`config.mk`:
```
export PLATFORM = sky130hd
export DESIGN_NAME = decoder_scan_nx
export DESIGN_NICKNAME = d
export VERILOG_FILES = /design/src/rtl/decoder_pkg.sv /design/src/rtl/decoder_nx.sv /design/src/rtl/decoder_scan_nx.sv
export SDC_FILE = /design/constraint.sdc
export NUM_CORES = 1
export LEC_CHECK = 0
export ABC_CLOCK_PERIOD_IN_PS = 3100
export BUFFER_PORTS_ARGS = -buffer_cell sky130_fd_sc_hd__buf_2
export CORE_ASPECT_RATIO = 1.2
export CORE_MARGIN = 1.5
export CORE_UTILIZATION = 40
export DETAILED_ROUTE_END_ITERATION = 8
export GPL_TIMING_DRIVEN = 0
export SYNTH_ARGS = -nofsm -noshare
export SYNTH_HDL_FRONTEND = slang
export SYNTH_SLANG_ARGS = --single-unit
```
`constraint.sdc`:
```
create_clock -name clk -period 3.1 [get_ports clk]
set_input_delay 0.62 -clock clk [delete_from_list [all_inputs] [get_ports clk]]
set_output_delay 0.62 -clock clk [all_outputs]
set_load 0.01 [all_outputs]
```
`src/rtl/decoder_pkg.sv`:
```
// Shared definitions for the one-hot decoder family: state encodings and a
// reference one-hot helper sized for the widest supported select.
package decoder_pkg;

   localparam logic ST_DIRECT = 1'b0;
   localparam logic ST_SCAN   = 1'b1;

   // Widest select any decoder variant may use; narrower users truncate.
   localparam int MAX_N = 8;

   function automatic logic [2**MAX_N-1:0] onehot(input logic [MAX_N-1:0] sel);
      logic [2**MAX_N-1:0] v;
      v      = '0;
      v[sel] = 1'b1;
      return v;
   endfunction

endpackage

```
`src/rtl/decoder_nx.sv`:
```
// Combinational N -> 2**N one-hot decoder, N must not exceed MAX_N.
module decoder_nx
   import decoder_pkg::*;
#(
   parameter int N = 3
) (
   input  logic [N-1:0]    sel,
   output logic [2**N-1:0] dec
);

   localparam int W = 2**N;

   assign dec = W'(onehot(MAX_N'(sel)));

endmodule

```
`src/rtl/decoder_scan_nx.sv`:
```
// Registered one-hot decoder: DIRECT decodes handshaked selects, SCAN strobes
// every output in turn with a programmable dwell per step.
module decoder_scan_nx
   import decoder_pkg::*;
#(
   parameter int N       = 3,
   parameter int DWELL_W = 8
) (
   input  logic               clk,
   input  logic               rst,
   input  logic               en,
   input  logic               mode,
   input  logic               in_valid,
   output logic               in_ready,
   input  logic [N-1:0]       in_sel,
   input  logic [DWELL_W-1:0] dwell,
   output logic [2**N-1:0]    out,
   output logic [N-1:0]       out_idx,
   output logic               wrap,
   output logic               dbg_state
);

   // Handshake: a select transfers on a rising clk edge when in_valid and
   // in_ready are both high; in_ready never depends on in_valid.
   logic               state_q, state_d;
   logic [DWELL_W-1:0] cnt_q, cnt_d;
   logic [N-1:0]       idx_d;
   logic               live_q, live_d;
   logic               blank_d;
   logic               wrap_d;
   logic               xfer;
   logic [2**N-1:0]    dec;

   assign in_ready  = en & ~mode & ~rst;
   assign xfer      = in_valid & in_ready;
   assign dbg_state = state_q;

   decoder_nx #(.N(N)) u_dec (
      .sel (idx_d),
      .dec (dec)
   );

   always_ff @(posedge clk) begin
      if (rst) begin
         state_q <= ST_DIRECT;
      end else begin
         state_q <= state_d;
      end
   end

   always_comb begin
      state_d = mode ? ST_SCAN : ST_DIRECT;
   end

   // live_q remembers that DIRECT holds a decoded value worth restoring
   // after a blanking period; a blank SCAN output means the step must load.
   always_comb begin
      idx_d   = out_idx;
      cnt_d   = cnt_q;
      live_d  = live_q;
      blank_d = 1'b1;
      wrap_d  = 1'b0;
      if (xfer) begin
         idx_d   = in_sel;
         cnt_d   = '0;
         live_d  = 1'b1;
         blank_d = 1'b0;
      end else if (mode != state_q) begin
         idx_d  = '0;
         cnt_d  = '0;
         live_d = 1'b0;
      end else if (!en) begin
         blank_d = 1'b1;
      end else if (state_q == ST_DIRECT) begin
         blank_d = ~live_q;
      end else begin
         blank_d = 1'b0;
         if (out == '0) begin
            cnt_d = cnt_q;
         end else if (cnt_q >= dwell) begin
            cnt_d  = '0;
            idx_d  = out_idx + N'(1);
            wrap_d = (out_idx == '1);
         end else begin
            cnt_d = cnt_q + DWELL_W'(1);
         end
      end
   end

   always_ff @(posedge clk) begin
      if (rst) begin
         out     <= '0;
         out_idx <= '0;
         wrap    <= 1'b0;
         cnt_q   <= '0;
         live_q  <= 1'b0;
      end else begin
         out     <= blank_d ? '0 : dec;
         out_idx <= idx_d;
         wrap    <= wrap_d;
         cnt_q   <= cnt_d;
         live_q  <= live_d;
      end
   end

endmodule
```
==> impl_metrics.env, run 1 <==
export IMPL_vias_per_cell=5.08
export IMPL_r2r_setup_slack_ns=0.80
export IMPL_postRouteAntennaNets=0
export IMPL_ys_flop_type="dfxtp_1"
export IMPL_worstMarginPinSlew_ns=0.640
export IMPL_cts_hold_buffers=0
export IMPL_insertion_delay_ns=0.30
export IMPL_crit_type="in2reg"
export IMPL_io_pin_count=30
export IMPL_holdWs_ns=0.502
export IMPL_powerDensity_nw_per_um2=379
export IMPL_syn_to_final_growth_pct=19.5
export IMPL_clockBufferDepth=2
export IMPL_postPlaceCellArea_um2=1420
export IMPL_clkTransAtPathRegs_ns=0.12
export IMPL_synth_common_cells="dfxtp_1, nor2_1, ha_1, inv_1"
export IMPL_ys_types=34
export IMPL_status="complete, no violations"
export IMPL_hold_path_cell_count=2
export IMPL_antenna_found_initial=0
export IMPL_die_h_um=63.7
export IMPL_tns_ns=0
export IMPL_rsz0062_at_grt="false"
export IMPL_portBuffers=29
export IMPL_route_detailed_drc=0
export IMPL_syn_area_per_cell_um2=9.32
export IMPL_core_region_area_um2=2860
export IMPL_fp_dieArea_um2=3420
export IMPL_end_kind="register"
export IMPL_stdcell_count=199
export IMPL_min_period_ns=2.35
export IMPL_ir_worst_vdd_v=0.000237
export IMPL_synth_top_area_cell="dfxtp_1"
export IMPL_hpwl_um=2020
export IMPL_synth_cells=132
export IMPL_min_path_type="reg2reg"
export IMPL_r2r_cells=8
export IMPL_synthArstFlopShare_pct=0
export IMPL_first_global_vias=1041
export IMPL_cts_tree="done"
export IMPL_seqPwrFrac_pct=51.7
export IMPL_critPathMaxFanout=6
export IMPL_post_cts_resized=0
export IMPL_dp_cells=195
export IMPL_nFillCells=287
export IMPL_critical_path_required_ns=3.33
export IMPL_switchingPower_uw=118
export IMPL_synth_edf_count=0
export IMPL_hold_viol_final=0
export IMPL_drive_gt1_share_pct=26.7
export IMPL_grt_total_usage_pct=16.9
export IMPL_critPathArrivalTime_ns=2.58
export IMPL_cts_sinks=22
export IMPL_ctsHtreeMaxLevel=1
export IMPL_grt_pass1_wl_um=4400
export IMPL_fmax_ghz=0.425
export IMPL_power_internal_uw=439
export IMPL_cts_setup_buffers=0
export IMPL_maxSlewViolCount=0
export IMPL_worst_r2r_endpoint="out[0]"
export IMPL_antennaDiodeCount=0
export IMPL_vias=1010
export IMPL_synth_area_leaders="dfxtp_1, ha_1, nor2_1, xnor2_1, nor4_4"
export IMPL_grt_overflow_total=0
export IMPL_final_area_um2=1470
export IMPL_hold_start="live_q"
export IMPL_finalSetupViolCount=0
export IMPL_ys_seq_elements=22
export IMPL_initial_core_util_pct=42.9
export IMPL_ys_seq_area_share_pct=35.8
export IMPL_multi_input_area_um2=748
export IMPL_synth_area_um2=1230
export IMPL_fin_crit_sh_pct=75.9
export IMPL_drt_pass1_iterations=4
export IMPL_cts_made_buffers=3
export IMPL_fin_nets=193
export IMPL_yosys_warnings=0
export IMPL_share_clk_of_total_power_pct=38.8
export IMPL_maxCapViolCount=0
export IMPL_skew_ns=0.00382
export IMPL_holdPathEnd="live_q"
export IMPL_drt_total_wl_um=2360
export IMPL_finalPower_uw=557
export IMPL_yosysMostFrequentCell="dfxtp_1"
export IMPL_rows=21
export IMPL_root_buffer="clkbuf_4"
export IMPL_grt_start_max_net_pins=14
export IMPL_fp_dieW_um=53.6
export IMPL_switching_share_pct=21.2
export IMPL_leakage_uw=0.000666
export IMPL_place_congestion=0.784
export IMPL_drt_iter0_drc=16
export IMPL_timing_rr_start="cnt_q[5]"
export IMPL_wl_per_cell_um=11.8
export IMPL_seq_area_um2=440
export IMPL_yosysTopAreaCellShare_pct=35.8
export IMPL_slew_headroom_pct=56.8
export IMPL_cp_start_kind="input pin"
export IMPL_synth_nets=159
export IMPL_combPwrFrac_pct=9.5
[sequential cells by signal, summed over array words and instances (netlist names)]
signal     cells
cnt_q          8
out            8
out_idx        3
dbg_state      1
live_q         1
wrap           1
[worst max-delay path, cell delays in order]
cell	delay (ns)
buf_2	0.07
inv_1	0.03
ha_1	0.29
and3_4	0.19
and2_4	0.17
o31ai_4	0.29
nand2_4	0.11
a311oi_2	0.48
inv_1	0.12
nor3_1	0.21
[worst max path at each step]
| stage | from | to | slack [ns] | cells past startpoint |
|---|---|---|---|---|
| 3_5_place_dp | dwell[7] | out[4] | 0.41 | 10 |
| 6_report | dwell[7] | out[0] | 0.75 | 10 |
| 3_3_place_gp | dwell[7] | out[0] | 0.44 | 10 |
| 2_1_floorplan | dwell[7] | out[3] | 0.74 | 9 |
| 5_1_grt | dwell[7] | out[4] | 0.54 | 10 |
| 4_1_cts | dwell[7] | out[4] | 0.73 | 10 |
[power by group through the flow]
stage / sequential (uW) / clock (uW) / combinational [uW]
global placement: 294 / 0 / 51.4
finish: 288 / 216 / 53.0
CTS: 288 / 224 / 54.0
global route: 289 / 235 / 60.2
floorplan: 295 / 0 / 30.9
detailed placement: 295 / 0 / 53.7
[layer usage]
metal,track usage (%),part of all wire (%),vias to the layer above
li1,-,-,525
met1,21.0,44,455
met2,29.2,51,26
met3,2.10,3.9,4
met4,5.77,1.1,0
met5,0,0,-
[final cells by class]
type	instances	share of cell area, %
Inverter	11	2.81
Clock inverter	1	2.04
Tap cell	34	2.89
Clock buffer	3	1.53
Multi-Input combinational cell	99	50.9
Sequential cell	22	30.0
Timing Repair Buffer	29	9.87
[cells by family (layout without fill, tap and decap cells)]
| kind of cell | after synthesis | count (layout) | share of synthesized area [%] |
|---|---|---|---|
| buffers and inverters | 11 | 44 | 3.36 |
| flip-flops | 22 | 22 | 35.8 |
| AO/OA/AOI/OAI | 17 | 17 | 13.5 |
| multiplexers | 2 | 2 | 1.63 |
| AND/OR/NAND/NOR | 60 | 60 | 28.1 |
| XOR/XNOR | 9 | 9 | 6.41 |
| adder cells (fa/ha/maj) | 11 | 11 | 11.2 |
[cell usage in the layout (no fill, tap or decap), types with 2 or more instances in the layout]
master	n
a21oi_1	5
buf_2	29
clkbuf_4	3
dfxtp_1	22
ha_1	11
inv_1	11
mux2i_1	2
nand2_1	6
nand2b_1	4
nand3_1	7
nor2_1	19
nor2b_1	6
nor3_1	7
nor4_4	2
o21ai_0	2
xnor2_1	5
xor2_1	4
[stage by stage]
step / utilization (%) / setup WS (ns)
2_1_floorplan: - / 0.736
3_3_place_gp: 49.5 / 0.439
3_5_place_dp: 49.5 / 0.409
4_1_cts: 51.3 / 0.734
5_1_grt: 51.3 / 0.539
6_report: 51.3 / 0.746
Note: power is estimated with default switching activity, not from simulation.
==> run 2: changes to the inputs <==
ABC_CLOCK_PERIOD_IN_PS = 2200   (was 3100)
clock period = 2.2 ns   (was 3.1 ns; I/O delays follow)
==> run 2 against run 1 <==
Against the previous run: clock power increased by 47%; core utilization is 8.0 points higher; highest routed layer unchanged; via count up 5.4%; sequential share of layout area down 3.2 points; largest cell class unchanged; clock skew shrank 0.0021 ns; global-route usage rose by 0.42 points; power rose by 46%.
==> impl_metrics.env, run 2 (synthesis gave the netlist of run 1 again) <==
export IMPL_seqPwrFrac_pct=49.4
export IMPL_r2r_setup_slack_ns=0.03
export IMPL_grt_total_usage_pct=17.3
export IMPL_io_pin_count=30
export IMPL_share_clk_of_total_power_pct=39.0
export IMPL_pre_cts_ws_ns=-0.311
export IMPL_cp_start_kind="register"
export IMPL_drt_total_wl_um=2830
export IMPL_layout_common_cells="buf_2, nor2_1, dfxtp_1"
export IMPL_path_buf_inv=1
export IMPL_powerDensity_nw_per_um2=479
export IMPL_finalPower_uw=814
export IMPL_drive_gt1_share_pct=43.4
export IMPL_path_delay_family="compound AO/OA/AOI/OAI gates"
export IMPL_fp_dieArea_um2=3420
export IMPL_drt_pass1_iterations=4
export IMPL_nFillCells=263
export IMPL_cts_hold_buffers=0
export IMPL_seq_area_um2=455
export IMPL_portBuffers=29
export IMPL_critPathMaxFanout=4
export IMPL_antennaDiodeCount=0
export IMPL_dp_cells=195
export IMPL_slew_headroom_pct=59.5
export IMPL_hpwl_um=2020
export IMPL_antenna_found_initial=0
export IMPL_grt_start_max_net_pins=14
export IMPL_slowest_stage="a221o_1"
export IMPL_maxSlewViolCount=0
export IMPL_timing_rr_start="cnt_q[0]"
export IMPL_worstMarginPinSlew_ns=0.600
export IMPL_die_h_um=63.7
export IMPL_rsz0062_at_grt="true"
export IMPL_cts_sinks=22
export IMPL_wl_per_cell_um=13.6
export IMPL_initial_core_util_pct=42.9
export IMPL_power_internal_uw=626
export IMPL_finalSetupViolCount=0
export IMPL_critPathArrivalTime_ns=2.43
export IMPL_clkTransAtPathRegs_ns=0.13
export IMPL_leakage_uw=0.000734
export IMPL_mostFrequentLayoutCell="buf_2"
export IMPL_vias_per_cell=5.10
export IMPL_clockBufferDepth=2
export IMPL_final_area_um2=1700
export IMPL_critical_path_required_ns=2.45
export IMPL_crit_type="reg2reg"
export IMPL_fin_crit_sh_pct=98.8
export IMPL_min_path_type="in2reg"
export IMPL_vias=1065
export IMPL_grt_overflow_total=0
export IMPL_end_kind="register"
export IMPL_multi_input_area_um2=887
export IMPL_fmax_ghz=0.460
export IMPL_setup_ws_ns=0.0266
export IMPL_stdcell_count=209
export IMPL_fin_nets=203
export IMPL_route_detailed_drc=0
export IMPL_crit_path_start="cnt_q[0]"
export IMPL_combPwrFrac_pct=11.6
export IMPL_core_region_area_um2=2860
export IMPL_drt_iter0_drc=15
export IMPL_root_buffer="clkbuf_4"
export IMPL_place_congestion=0.784
export IMPL_maxCapViolCount=0
export IMPL_syn_to_final_growth_pct=38.1
export IMPL_ir_worst_vdd_v=0.000340
export IMPL_postRouteAntennaNets=0
export IMPL_grt_pass1_wl_um=4510
export IMPL_hold_start="rst"
export IMPL_cp_cell_sequence="inv_1, ha_4, a31oi_4, nor2b_2, o2111ai_4, nand2_4, xnor2_2, a221o_1, nor3_2"
export IMPL_switchingPower_uw=189
export IMPL_status="complete, no violations"
export IMPL_reg_top3="cnt_q (8), out (8), out_idx (3)"
export IMPL_insertion_delay_ns=0.32
export IMPL_cpPeakStageDelay_ns=0.42
export IMPL_cts_tree="done"
export IMPL_postPlaceCellArea_um2=1420
export IMPL_ctsHtreeMaxLevel=1
export IMPL_hold_viol_final=0
export IMPL_min_period_ns=2.17
export IMPL_holdWs_ns=0.368
export IMPL_rows=21
export IMPL_first_global_vias=1070
export IMPL_fp_dieW_um=53.6
export IMPL_cts_made_buffers=3
export IMPL_switching_share_pct=23.2
export IMPL_skew_ns=0.00169
==> run 2: worst reg2reg max path: stages, from the launching register on <==
cell and delay (ns):
dfxtp_4 0.38, inv_1 0.10, ha_4 0.22, a31oi_4 0.18, nor2b_2 0.08, o2111ai_4 0.24
nand2_4 0.11, xnor2_2 0.16, a221o_1 0.42, nor3_2 0.20
==> run 2: final timing paths <==
check	end	cells past startpoint
setup / recovery	out[2]	9
hold / removal	out_idx[0]	2
setup reg to reg	out[2]	9
hold reg to reg	live_q	2
==> run 2: metrics by stage <==
stage               TNS (ns)  utilization, %
global route          -0.164            59.3
floorplan                  0               -
detailed placement     -2.23            49.5
CTS                        0            52.2
global placement       -1.90            49.5
finish                     0            59.3
==> run 2: layout make-up <==
cell class	instances	share of cell area [%]
sequential	22	26.8
clock inverter	1	1.77
tap	34	2.50
clock buffer	3	1.33
timing repair buffer	39	13.0
multi-input combinational	99	52.2
inverter	11	2.43
==> run 2: repair_timing <==
action,in CTS,in global routing
gates resized for setup,7,21
setup endpoints to repair,8,8
pin swaps,3,11
buffers inserted,0,10
==> run 2: metal layers <==
layer | global-route usage, % | vias to the layer above | part of all wire, %
met5 | 0 | - | 0
li1 | - | 544 | -
met4 | 5.77 | 0 | 1.5
met3 | 2.10 | 4 | 2.4
met2 | 30.6 | 22 | 54
met1 | 21.0 | 495 | 42
==> run 2: power groups by stage <==
stage / clock [uW] / combinational [uW] / sequential, uW
detailed placement: 0 / 75.7 / 415
finish: 318 / 94.4 / 402
floorplan: 0 / 43.6 / 416
CTS: 315 / 78.7 / 406
global route: 348 / 104 / 404
global placement: 0 / 72.4 / 415
